==> src/rtl/caliptra_alert_ping_sched.sv <==
// Round-robin alert ping scheduler: idles for a (optionally jittered) period, pings one enabled
// channel, and flags channels whose ping is not acknowledged in time. Jitter: CALIPTRA_ALERT_PING_JITTER_EN.
module caliptra_alert_ping_sched #(
    parameter int unsigned NumAlerts = 4,
    parameter int unsigned CntW      = 16
) (
    input  logic                         clk_i,
    input  logic                         rst_ni,
    input  logic                         en_i,
    input  logic [CntW-1:0]              ping_period_i,
    input  logic [CntW-1:0]              ping_timeout_i,
    input  logic [NumAlerts-1:0]         alert_en_i,
    input  logic [NumAlerts-1:0]         ping_ok_i,
    input  logic [NumAlerts-1:0]         err_clr_i,
    output logic [NumAlerts-1:0]         ping_req_o,
    output logic [NumAlerts-1:0]         ping_timeout_err_o,
    output logic                         busy_o,
    output logic [$clog2(NumAlerts)-1:0] cur_idx_o
);

    localparam int unsigned IdxW = $clog2(NumAlerts);
    localparam int unsigned CndW = IdxW + 1;

    typedef enum logic [1:0] {
        ST_IDLE = 2'd0,
        ST_WAIT = 2'd1,
        ST_PING = 2'd2
    } state_e;

    state_e                state_q, state_d;
    logic [CntW-1:0]       per_cnt_q, per_cnt_d;
    logic [CntW-1:0]       to_cnt_q, to_cnt_d;
    logic [IdxW-1:0]       ptr_q, ptr_d;
    logic [IdxW-1:0]       cur_idx_q, cur_idx_d;
    logic [NumAlerts-1:0]  req_q, req_d;
    logic [NumAlerts-1:0]  err_q, err_d;
    logic                  busy_q, busy_d;
    logic [NumAlerts-1:0]  err_set;
    logic [CntW-1:0]       reload;

`ifdef CALIPTRA_ALERT_PING_JITTER_EN
    localparam int unsigned SumW = CntW + 1;

    logic [15:0]     lfsr_q, lfsr_d;
    logic [SumW-1:0] reload_sum;

    // Galois LFSR x^16+x^14+x^13+x^11+1, right-shifting form
    always_comb begin
        lfsr_d = lfsr_q;
        if (en_i) begin
            lfsr_d = {1'b0, lfsr_q[15:1]} ^ (lfsr_q[0] ? 16'hB400 : 16'h0000);
        end
    end

    always_ff @(posedge clk_i or negedge rst_ni) begin
        if (!rst_ni) begin
            lfsr_q <= 16'hACE1;
        end else begin
            lfsr_q <= lfsr_d;
        end
    end

    assign reload_sum = SumW'(ping_period_i) + SumW'(lfsr_q[7:0]);
    assign reload     = reload_sum[CntW] ? {CntW{1'b1}} : reload_sum[CntW-1:0];
`else
    assign reload = ping_period_i;
`endif

    // First enabled channel at or after ptr, wrapping around
    logic            sel_found;
    logic [IdxW-1:0] sel_idx;
    logic [CndW-1:0] cand;
    logic [IdxW-1:0] cand_idx;

    always_comb begin
        sel_found = 1'b0;
        sel_idx   = '0;
        cand      = '0;
        cand_idx  = '0;
        for (int unsigned i = 0; i < NumAlerts; i++) begin
            cand = CndW'(ptr_q) + CndW'(i);
            if (cand >= CndW'(NumAlerts)) begin
                cand = cand - CndW'(NumAlerts);
            end
            cand_idx = IdxW'(cand);
            if (!sel_found && alert_en_i[cand_idx]) begin
                sel_found = 1'b1;
                sel_idx   = cand_idx;
            end
        end
    end

    always_comb begin
        state_d   = state_q;
        per_cnt_d = per_cnt_q;
        to_cnt_d  = to_cnt_q;
        ptr_d     = ptr_q;
        cur_idx_d = cur_idx_q;
        req_d     = '0;
        err_set   = '0;

        unique case (state_q)
            ST_IDLE: begin
                if (en_i) begin
                    per_cnt_d = reload;
                    state_d   = ST_WAIT;
                end
            end
            ST_WAIT: begin
                if (!en_i) begin
                    state_d = ST_IDLE;
                end else if (per_cnt_q != '0) begin
                    per_cnt_d = per_cnt_q - CntW'(1);
                end else if (sel_found) begin
                    to_cnt_d       = ping_timeout_i;
                    req_d[sel_idx] = 1'b1;
                    cur_idx_d      = sel_idx;
                    ptr_d          = (sel_idx == IdxW'(NumAlerts - 1)) ? '0 : sel_idx + IdxW'(1);
                    state_d        = ST_PING;
                end else begin
                    per_cnt_d = reload;
                end
            end
            ST_PING: begin
                if (!en_i) begin
                    state_d = ST_IDLE;
                end else if (!alert_en_i[cur_idx_q] || ping_ok_i[cur_idx_q]) begin
                    // Abort or acknowledge; ack beats a simultaneous timeout
                    per_cnt_d = reload;
                    state_d   = ST_WAIT;
                end else if (to_cnt_q == '0) begin
                    err_set[cur_idx_q] = 1'b1;
                    per_cnt_d          = reload;
                    state_d            = ST_WAIT;
                end else begin
                    to_cnt_d = to_cnt_q - CntW'(1);
                    req_d    = req_q;
                end
            end
            default: begin
                state_d = ST_IDLE;
            end
        endcase

        err_d  = (err_q & ~err_clr_i) | err_set;
        busy_d = (state_d == ST_PING);
    end

    always_ff @(posedge clk_i or negedge rst_ni) begin
        if (!rst_ni) begin
            state_q   <= ST_IDLE;
            per_cnt_q <= '0;
            to_cnt_q  <= '0;
            ptr_q     <= '0;
            cur_idx_q <= '0;
            req_q     <= '0;
            err_q     <= '0;
            busy_q    <= 1'b0;
        end else begin
            state_q   <= state_d;
            per_cnt_q <= per_cnt_d;
            to_cnt_q  <= to_cnt_d;
            ptr_q     <= ptr_d;
            cur_idx_q <= cur_idx_d;
            req_q     <= req_d;
            err_q     <= err_d;
            busy_q    <= busy_d;
        end
    end

    assign ping_req_o         = req_q;
    assign ping_timeout_err_o = err_q;
    assign busy_o             = busy_q;
    assign cur_idx_o          = cur_idx_q;

endmodule

==> config.mk <==
export PLATFORM = sky130hd
export DESIGN_NAME = caliptra_alert_ping_sched
export DESIGN_NICKNAME = d
export VERILOG_FILES = /design/src/rtl/caliptra_alert_ping_sched.sv
export SDC_FILE = /design/constraint.sdc
export NUM_CORES = 1
export LEC_CHECK = 0
export ABC_CLOCK_PERIOD_IN_PS = 4300
export CORE_UTILIZATION = 47
export DETAILED_ROUTE_END_ITERATION = 16
export PLACE_DENSITY = 0.75
export SYNTH_ARGS = -nofsm -noshare
export SYNTH_HDL_FRONTEND = slang
export SYNTH_SLANG_ARGS = --single-unit
==> constraint.sdc <==
create_clock -name clk_i -period 4.3 [get_ports clk_i]
set_clock_uncertainty 0.1 [all_clocks]
set_input_delay 1.075 -clock clk_i [delete_from_list [all_inputs] [get_ports clk_i]]
set_output_delay 1.075 -clock clk_i [all_outputs]
set_load 0.005 [all_outputs]
* Yosys cells after proc, flatten, opt, wreduce, memory -nomap -nowiden
Cells that the tools add are included.
W data, S select, Z words.
** Word-level totals
- Memory bits (read-only) :: 0
- Memories :: 0
- RAM bits :: 0
- Bits in latches :: 0
- Register bits :: 47
** Operators by class
- Reduce and logical (&&, ||, !) cells :: 18
- Bitwise operators :: 4
- Eq/ne operators :: 14
- Muxes and demuxes :: 63
- Div/mod/pow operators :: 0
- Add/subtract/negate cells :: 10
- Shifts and indexed selects :: 0
- Order comparisons :: 12
- $mul :: 0
** Operators by type and width (count)
- $mux W16 :: 13
- $pmux W16 S3 :: 1
- $mux W4 :: 10
- $mux W2 :: 16
- $pmux W16 S2 :: 1
- $sub A16 B1 Y16 const B :: 2
- $lt A2 B3 Y1 const B :: 6
- $logic_not A16 Y1 :: 1
- $reduce_bool A16 Y1 :: 1
- $ne A2 B2 Y1 const B :: 7
- $bmux W1 S2 :: 6
- $mux W1 :: 12
- $ge A3 B3 Y1 const B :: 3
- $pmux W4 S2 :: 1
- $sub A2 B1 Y2 const B :: 4
- $reduce_and A7 Y1 :: 1
- $add A2 B2 Y3 const B :: 2
- $eq A2 B2 Y1 const B :: 3
- $ne A3 B3 Y1 const B :: 2
- $pmux W2 S3 :: 1
- $reduce_and A6 Y1 :: 1
- $logic_and A1 B1 Y1 :: 5
- $and A4 B4 Y4 :: 1
- $demux W1 S2 :: 2
- other kinds (15) :: 19

* Depth between registers and ports, before layout
Gate-level depths: netlist (run 1).
- Depth in word-level cells :: 22
- Depth in mapped cells :: 10

* Worst setup path after synthesis (run 1)
OpenSTA, ideal clock, no wires.
- Kind :: input-to-reg
- From :: in alert_en_i[3]
- To :: reg to_cnt_q[0]
- Stages :: 8
- Path slack :: 1715 ps
- Setup time :: 128 ps
- Data arrival time :: 2357 ps
- Buffers on the path :: 1
- Cells stage by stage :: nor2b_1 -> mux4_2 -> o2111a_2 -> nor2_4 -> inv_2 -> buf_6 -> nand3_1 -> o211ai_2
** On the way
- Longest elaborated chain between the ends :: 14
- Elaborated cells between the ends (all ways) :: 25
- Those cells by class :: eq/ne (2); mux (14); reduce/logical (9)
** RTL lines
- start, declared :: line 12 : input logic [NumAlerts-1:0] alert_en_i,
- $bmux W1 S2 :: line 86 : if (!sel_found && alert_en_i[cand_idx]) begin
- $mux W1 (not written as such) :: line 86
- $mux W1 :: line 86
- $logic_not A1 Y1 :: line 86
- $logic_and A1 B1 Y1 :: line 86
- $mux W1 :: line 86
- $logic_not A1 Y1 :: line 86
- $logic_and A1 B1 Y1 :: line 86
- $mux W1 :: line 86
- $logic_not A1 Y1 :: line 86
- $logic_and A1 B1 Y1 :: line 86
- $mux W1 :: line 86
- $ne A2 B2 Y1 (no line)
- $reduce_and A7 Y1 (no line) (*)
- end signal, assigned :: line 162 : to_cnt_q <= to_cnt_d;
- end, declared :: line 32 : logic [CntW-1:0] to_cnt_q, to_cnt_d;
Mark *: on every way between the ends. The rest lies on a longest branch, timed or not. The select of a mux whose other input is x is not followed.
A chain may end at the register's enable or synchronous reset.

* Worst setup path in the final report (run 1)
- From :: in alert_en_i[0]
- To :: reg to_cnt_q[0]
The elaborated chain is that of the path after synthesis.

==> impl_metrics.py, run 1 <==
metrics = {
    "detailed_routing": {
        "drtPass1Iterations": 4,
        "postRouteAntennaNets": 0,
        "viasPerCell": 5.70,
        "wl_mm": 6.31,
        "drt-initial-drc-count": 185,
        "wl_per_cell_microns": 14.0,
        "drc": 0,
        "vias": 2577,
    },
    "clock_tree": {
        "clk_path_buf_depth": 2,
        "cts.sinks": 47,
        "post_cts_resized": 0,
        "cts_hold_buf": 0,
        "clk-insertion-delay-late_ns": 0.30,
        "cts_tree": "built",
        "cts-root-buf": "clkbuf_8",
        "cts_buffers": 5,
        "htreeDepth": 2,
        "cts_setup_buffers": 0,
        "path_clk_slew_ns": 0.09,
    },
    "timing": {
        "layout_min_cycle_time_ns": 3.20,
        "max_slew_margin": 0.301,
        "setup_slack_ns": 1.10,
        "finalHoldViolCount": 0,
        "tns_ns": 0,
        "worst_slew_pin_slew_ns": 1.05,
        "setup_viol": 0,
        "fin_crit_sh": 0.743,
        "hold_slack_ns": 0.416,
        "drv_slew": 0,
        "rsz0062_at_grt": "false",
        "fmax_mhz": 313,
    },
    "power": {
        "p_seq_frac": 0.497,
        "cellPowerDensity_nw_per_um2": 290,
        "internal_power_mw": 0.744,
        "pwr-share-comb": 0.169,
        "p_leak_nw": 1.44,
        "switchingPower_mw": 0.265,
        "ir_drop_v": 0.000153,
        "totalPowerFinal_mw": 1.01,
        "swShare": 0.263,
        "p_clk_frac": 0.334,
    },
    "floorplan": {
        "initial_core_util": 0.493,
        "num_io_pins": 58,
        "coreArea_sq_um": 5570,
        "dieArea_sq_um": 6160,
        "die_x_microns": 78.5,
        "fp.dieH_microns": 78.5,
        "num_rows": 27,
    },
    "critical_path": {
        "crit_arrival_ns": 3.33,
        "critPathMaxFanout": 24,
        "end_kind": "flop",
        "path_cells": "clkdlybuf4s50_1 -> or4_1 -> nand4_1 -> nor3_1 -> nor2_4 -> inv_2 -> nand3_1 -> o211ai_2",
        "worstSetupPathType": "in2reg",
        "critPathRequiredTime_ns": 4.43,
        "cpPeakStageDelay_ns": 0.75,
        "path_buf_inv": 2,
        "startpoint_type": "input pin",
        "path_delay_family": "simple AND/OR/NAND/NOR gates",
        "r2r_cells": 8,
        "crit_path_end": "to_cnt_q[0]",
        "path_depth": 8,
        "r2r-end": "per_cnt_q[10]",
        "r2r_start": "to_cnt_q[8]",
        "crit_start": "alert_en_i[0]",
        "r2r_slack_ns": 1.35,
        "crit_path_top_delay_cell": "nor3_1",
    },
    "final_layout": {
        "finalCoreUtilization": 0.624,
        "antennaDiodeCount": 0,
        "fillers": 493,
        "register_area_sq_um": 1180,
        "finalNetCount": 434,
        "area_growth_pct": 26.6,
        "layout-drive-gt1-share": 0.0553,
        "multi_input_area_sq_um": 1440,
    },
    "yosys": {
        "synthTopCellsByCount": "47 x dfrtp_1, 47 x o21ai_0, 37 x a21oi_1",
        "syn_nets": 381,
        "synth_top_area_cell": "dfrtp_1",
        "synth_ff_type": "dfrtp_1",
        "syn_avg_cell_area_sq_um": 8.43,
        "ys_types": 43,
        "synth_top_area_share": 0.428,
        "syn_area_sq_um": 2750,
        "synth-async-reset-ratio": 1.00,
        "synth_warnings": 0,
        "ys_top_cells_by_area": "dfrtp_1 43%, o21ai_0 8.6%, a21oi_1 6.7%, nor2_1 4.2%, ha_1 3.6%",
        "synth_edf_count": 0,
        "synthCells": 326,
        "synth-seq-cells": 47,
        "yosysSeqAreaShare": 0.428,
    },
    "worst_hold_path": {
        "hold_path.class": "reg2reg",
    },
    "run": {
        "maxCapViolations": 0,
    },
    "placement": {
        "gp_congestion": 0.804,
        "dp_hpwl_mm": 4.61,
        "dp_slack_ns": 0.782,
        "io_buffers": 57,
    },
    "grt": {
        "grt_remaining_overflow": 0,
        "track_usage": 0.227,
        "grt_pass1_wl_mm": 11.2,
        "grt_pass1_vias": 2495,
        "grt_max_degree": 48,
        "grt_antenna_before_repair": 0,
    },
    "status": {
        "outcome": "finished, final reports clean",
    },
}
==> state kept, by name, indices dropped and copies added, names as in the netlist <==
| register | count |
|---|---|
| busy_o | 1 |
| cur_idx_o | 2 |
| per_cnt_q | 16 |
| ping_req_o | 4 |
| ping_timeout_err_o | 4 |
| ptr_q | 2 |
| state_q | 2 |
| to_cnt_q | 16 |
==> power groups by stage <==
stage	sequential (mW)	clock, mW	combinational (mW)
after floorplan	0.501	0	0.0976
after global placement	0.509	0	0.168
after detailed placement	0.510	0	0.172
after CTS	0.501	0.345	0.172
after global routing	0.507	0.367	0.193
final	0.501	0.337	0.171
==> area by class of cell <==
type                            count  share of cell area
Multi-Input combinational cell    246               0.413
Sequential cell                    47               0.338
Timing Repair Buffer               60               0.169
Tap cell                           72              0.0259
Clock buffer                        6              0.0237
Inverter                           19              0.0205
Clock inverter                      2              0.0101
==> logic make-up after synthesis <==
family,Yosys count,synth area share
compound gates,123,0.265
fa+ha+maj,8,0.0364
flops,47,0.428
mux,2,0.0123
buf+inv,33,0.0510
simple gates,113,0.208
==> worst min path at each step <==
stage / from / endpoint / slack (ns) / depth (start not counted)
floorplan: per_cnt_q[14] / per_cnt_q[14] / 0.35 / 1
global placement: per_cnt_q[14] / per_cnt_q[14] / 0.37 / 1
detailed placement: per_cnt_q[14] / per_cnt_q[14] / 0.39 / 1
CTS: per_cnt_q[14] / per_cnt_q[14] / 0.42 / 1
global route: ping_req_o[1] / ping_req_o[1] / 0.45 / 1
finish: ping_req_o[0] / ping_req_o[0] / 0.42 / 1
==> placed cells by master (no fill, tap or decap), types with 4 or more instances in the layout <==
cell             count
nand2_1             19
a22oi_1              5
clkdlybuf4s50_1     56
dfrtp_1             47
o2bb2ai_1            7
or3_1                5
nor2b_1              8
nor3_1              17
clkbuf_8             6
a22o_1               4
ha_1                 8
nor4_1               4
nor2_1              31
inv_1               18
o21ai_0             47
nand3_1              9
o22ai_1              7
a21oi_1             37
==> through the flow <==
stage / area [sq um] / cells
2_1_floorplan: 2750 / 326
3_3_place_gp: 3360 / 444
3_5_place_dp: 3360 / 444
4_1_cts: 3480 / 452
5_1_grt: 3480 / 452
6_report: 3480 / 452
==> per-layer routing <==
metal	part of all wire	GRT usage	up-vias
met1	0.47	0.314	1200
met5	0	0	-
met2	0.46	0.366	74
met4	0.016	0.0722	0
li1	-	-	1295
met3	0.048	0.0360	8
(Power assumes the default switching activity.)
==> run 2: changes to the inputs <==
Settings changed: ABC_CLOCK_PERIOD_IN_PS 4300 to 2900, CORE_UTILIZATION 47 to 46, PLACE_DENSITY 0.75 to 0.76.
Clock period 4.3 ns to 2.9 ns, I/O delays scaled along.
==> run 2 against run 1 <==
Compared with the run above:
- non-clock buffer count increased by 12
- hold slack got worse by 0.023 ns
- critical path depth decreased by 1
- flip-flop and latch count is the same
- via count rose by 1.9%
- final area is 1.9% higher
==> impl_metrics.py, run 2 (synthesis results as in run 1) <==
metrics = {
    "clock_tree": {
        "cts_buffers": 5,
        "cts_setup_buffers": 0,
        "clk-insertion-delay-late_ns": 0.30,
        "clk_path_buf_depth": 2,
        "cts_tree": "built",
        "cts_hold_buf": 0,
        "htreeDepth": 2,
        "post_cts_resized": 0,
        "cts.sinks": 47,
        "cts-root-buf": "clkbuf_8",
        "path_clk_slew_ns": 0.09,
    },
    "placement": {
        "dp_hpwl_mm": 4.91,
        "gp_congestion": 0.847,
        "placed_cells": 456,
        "io_buffers": 57,
    },
    "critical_path": {
        "cpPeakStageDelay_ns": 0.57,
        "startpoint_type": "flop",
        "r2r_cells": 7,
        "worstSetupPathType": "reg2reg",
        "critPathMaxFanout": 13,
        "path_delay_family": "simple AND/OR/NAND/NOR gates",
        "crit_path_top_delay_cell": "or4_4",
        "end_kind": "flop",
        "path_depth": 7,
        "critPathRequiredTime_ns": 3.03,
        "path_buf_inv": 1,
        "crit_arrival_ns": 2.68,
        "path_cells": "or4_4 -> or4_1 -> o2111a_2 -> nor2_4 -> buf_4 -> a21oi_1 -> o22ai_1",
    },
    "final_layout": {
        "area_growth_pct": 29.0,
        "layout-drive-gt1-share": 0.0791,
        "final_common_cell": "clkdlybuf4s50_1",
        "finalCoreUtilization": 0.629,
        "finalNetCount": 446,
        "top_regs": "per_cnt_q (16), to_cnt_q (16)",
        "final_cell_mix": "56 x clkdlybuf4s50_1, 47 x o21ai_0, 47 x dfrtp_1",
        "fin_cells": 464,
        "antennaDiodeCount": 0,
    },
    "floorplan": {
        "num_rows": 27,
        "num_io_pins": 58,
        "die_x_microns": 79.3,
        "fp.dieH_microns": 79.3,
        "coreArea_sq_um": 5640,
        "initial_core_util": 0.487,
        "dieArea_sq_um": 6290,
    },
    "timing": {
        "layout_min_cycle_time_ns": 2.55,
        "worst_slew_pin_slew_ns": 0.784,
        "setup_viol": 0,
        "finalHoldViolCount": 0,
        "rsz0062_at_grt": "false",
        "fin_crit_sh": 0.881,
        "drv_slew": 0,
        "fmax_mhz": 392,
        "tns_ns": 0,
        "max_slew_margin": 0.478,
    },
    "worst_hold_path": {
        "whs_path_depth": 1,
        "hold_path.class": "reg2reg",
    },
    "detailed_routing": {
        "drt-initial-drc-count": 145,
        "viasPerCell": 5.66,
        "wl_mm": 6.70,
        "drtPass1Iterations": 4,
        "vias": 2625,
        "drc": 0,
        "postRouteAntennaNets": 0,
        "wl_per_cell_microns": 14.4,
    },
    "grt": {
        "grt_max_degree": 48,
        "use_met1": 0.298,
        "grt_remaining_overflow": 0,
        "grtUsageMet2": 0.384,
        "grt_pass1_wl_mm": 11.2,
        "track_usage": 0.226,
        "grt.busiest_layer": "met2",
        "grt_pass1_vias": 2491,
        "grt_antenna_before_repair": 0,
        "global_route.usage.met3": 0.0356,
    },
    "status": {
        "outcome": "finished, final reports clean",
    },
    "power": {
        "p_leak_nw": 1.48,
        "ir_drop_v": 0.000206,
        "cellPowerDensity_nw_per_um2": 397,
        "totalPowerFinal_mw": 1.41,
    },
    "run": {
        "maxCapViolations": 0,
    },
}
## run 2: cell count changes in the layout (fill, tap and decap cells not counted)
cell and change:
buf_12 +1, buf_4 +11, bufinv_16 -1, clkbuf_1 +2
clkbuf_8 -1
## run 2: area by class of cell
class / instances / area (sq um)
clock buffers: 7 / 76.3
repair buffers: 72 / 691
multi-input cells: 246 / 1440
fillers: 499 / 2100
well taps: 72 / 90.1
clock inverters: 1 / 5.00
flip-flops and latches: 47 / 1180
inverters: 19 / 71.3
## run 2: report_power, final
part / switching (mW) / total (mW) / internal, mW
logic: 0.133 / 0.275 / 0.143
clock network: 0.218 / 0.388 / 0.170
registers: 0.0471 / 0.745 / 0.698
## run 2: worst paths after layout
path / to / start / slack (ns)
setup reg to reg: to_cnt_q[4] / to_cnt_q[8] / 0.35
hold reg to reg: per_cnt_q[14] / per_cnt_q[14] / 0.39
hold / removal: per_cnt_q[14] / per_cnt_q[14] / 0.39
setup / recovery: to_cnt_q[4] / to_cnt_q[8] / 0.35
max in group asynchronous: to_cnt_q[10] / rst_ni / 1.86
min in group asynchronous: ping_timeout_err_o[3] / rst_ni / 0.42
## run 2: metrics by stage
stage               hold WS [ns]  cell area, sq um  worst slack (ns)
global placement           0.366              3460             0.132
detailed placement         0.366              3460            0.0810
floorplan                  0.329              2750             0.404
global route               0.441              3550             0.226
CTS                        0.392              3550             0.346
finish                     0.392              3550             0.346
## run 2: worst register-to-register path, delay by kind of cell (launching register included)
family                 cells  cell delay (ns)
AO/OA/AOI/OAI              3             0.55
buffers and inverters      1             0.19
flip-flops                 1             0.41
AND/OR/NAND/NOR            3             1.23
## run 2: per-layer routing
metal  wire [microns]  vias to the layer above
li1                 -                     1325
met1             3150                     1226
met2             3250                       68
met3              243                        6
met4               63                        0
met5                0                        -
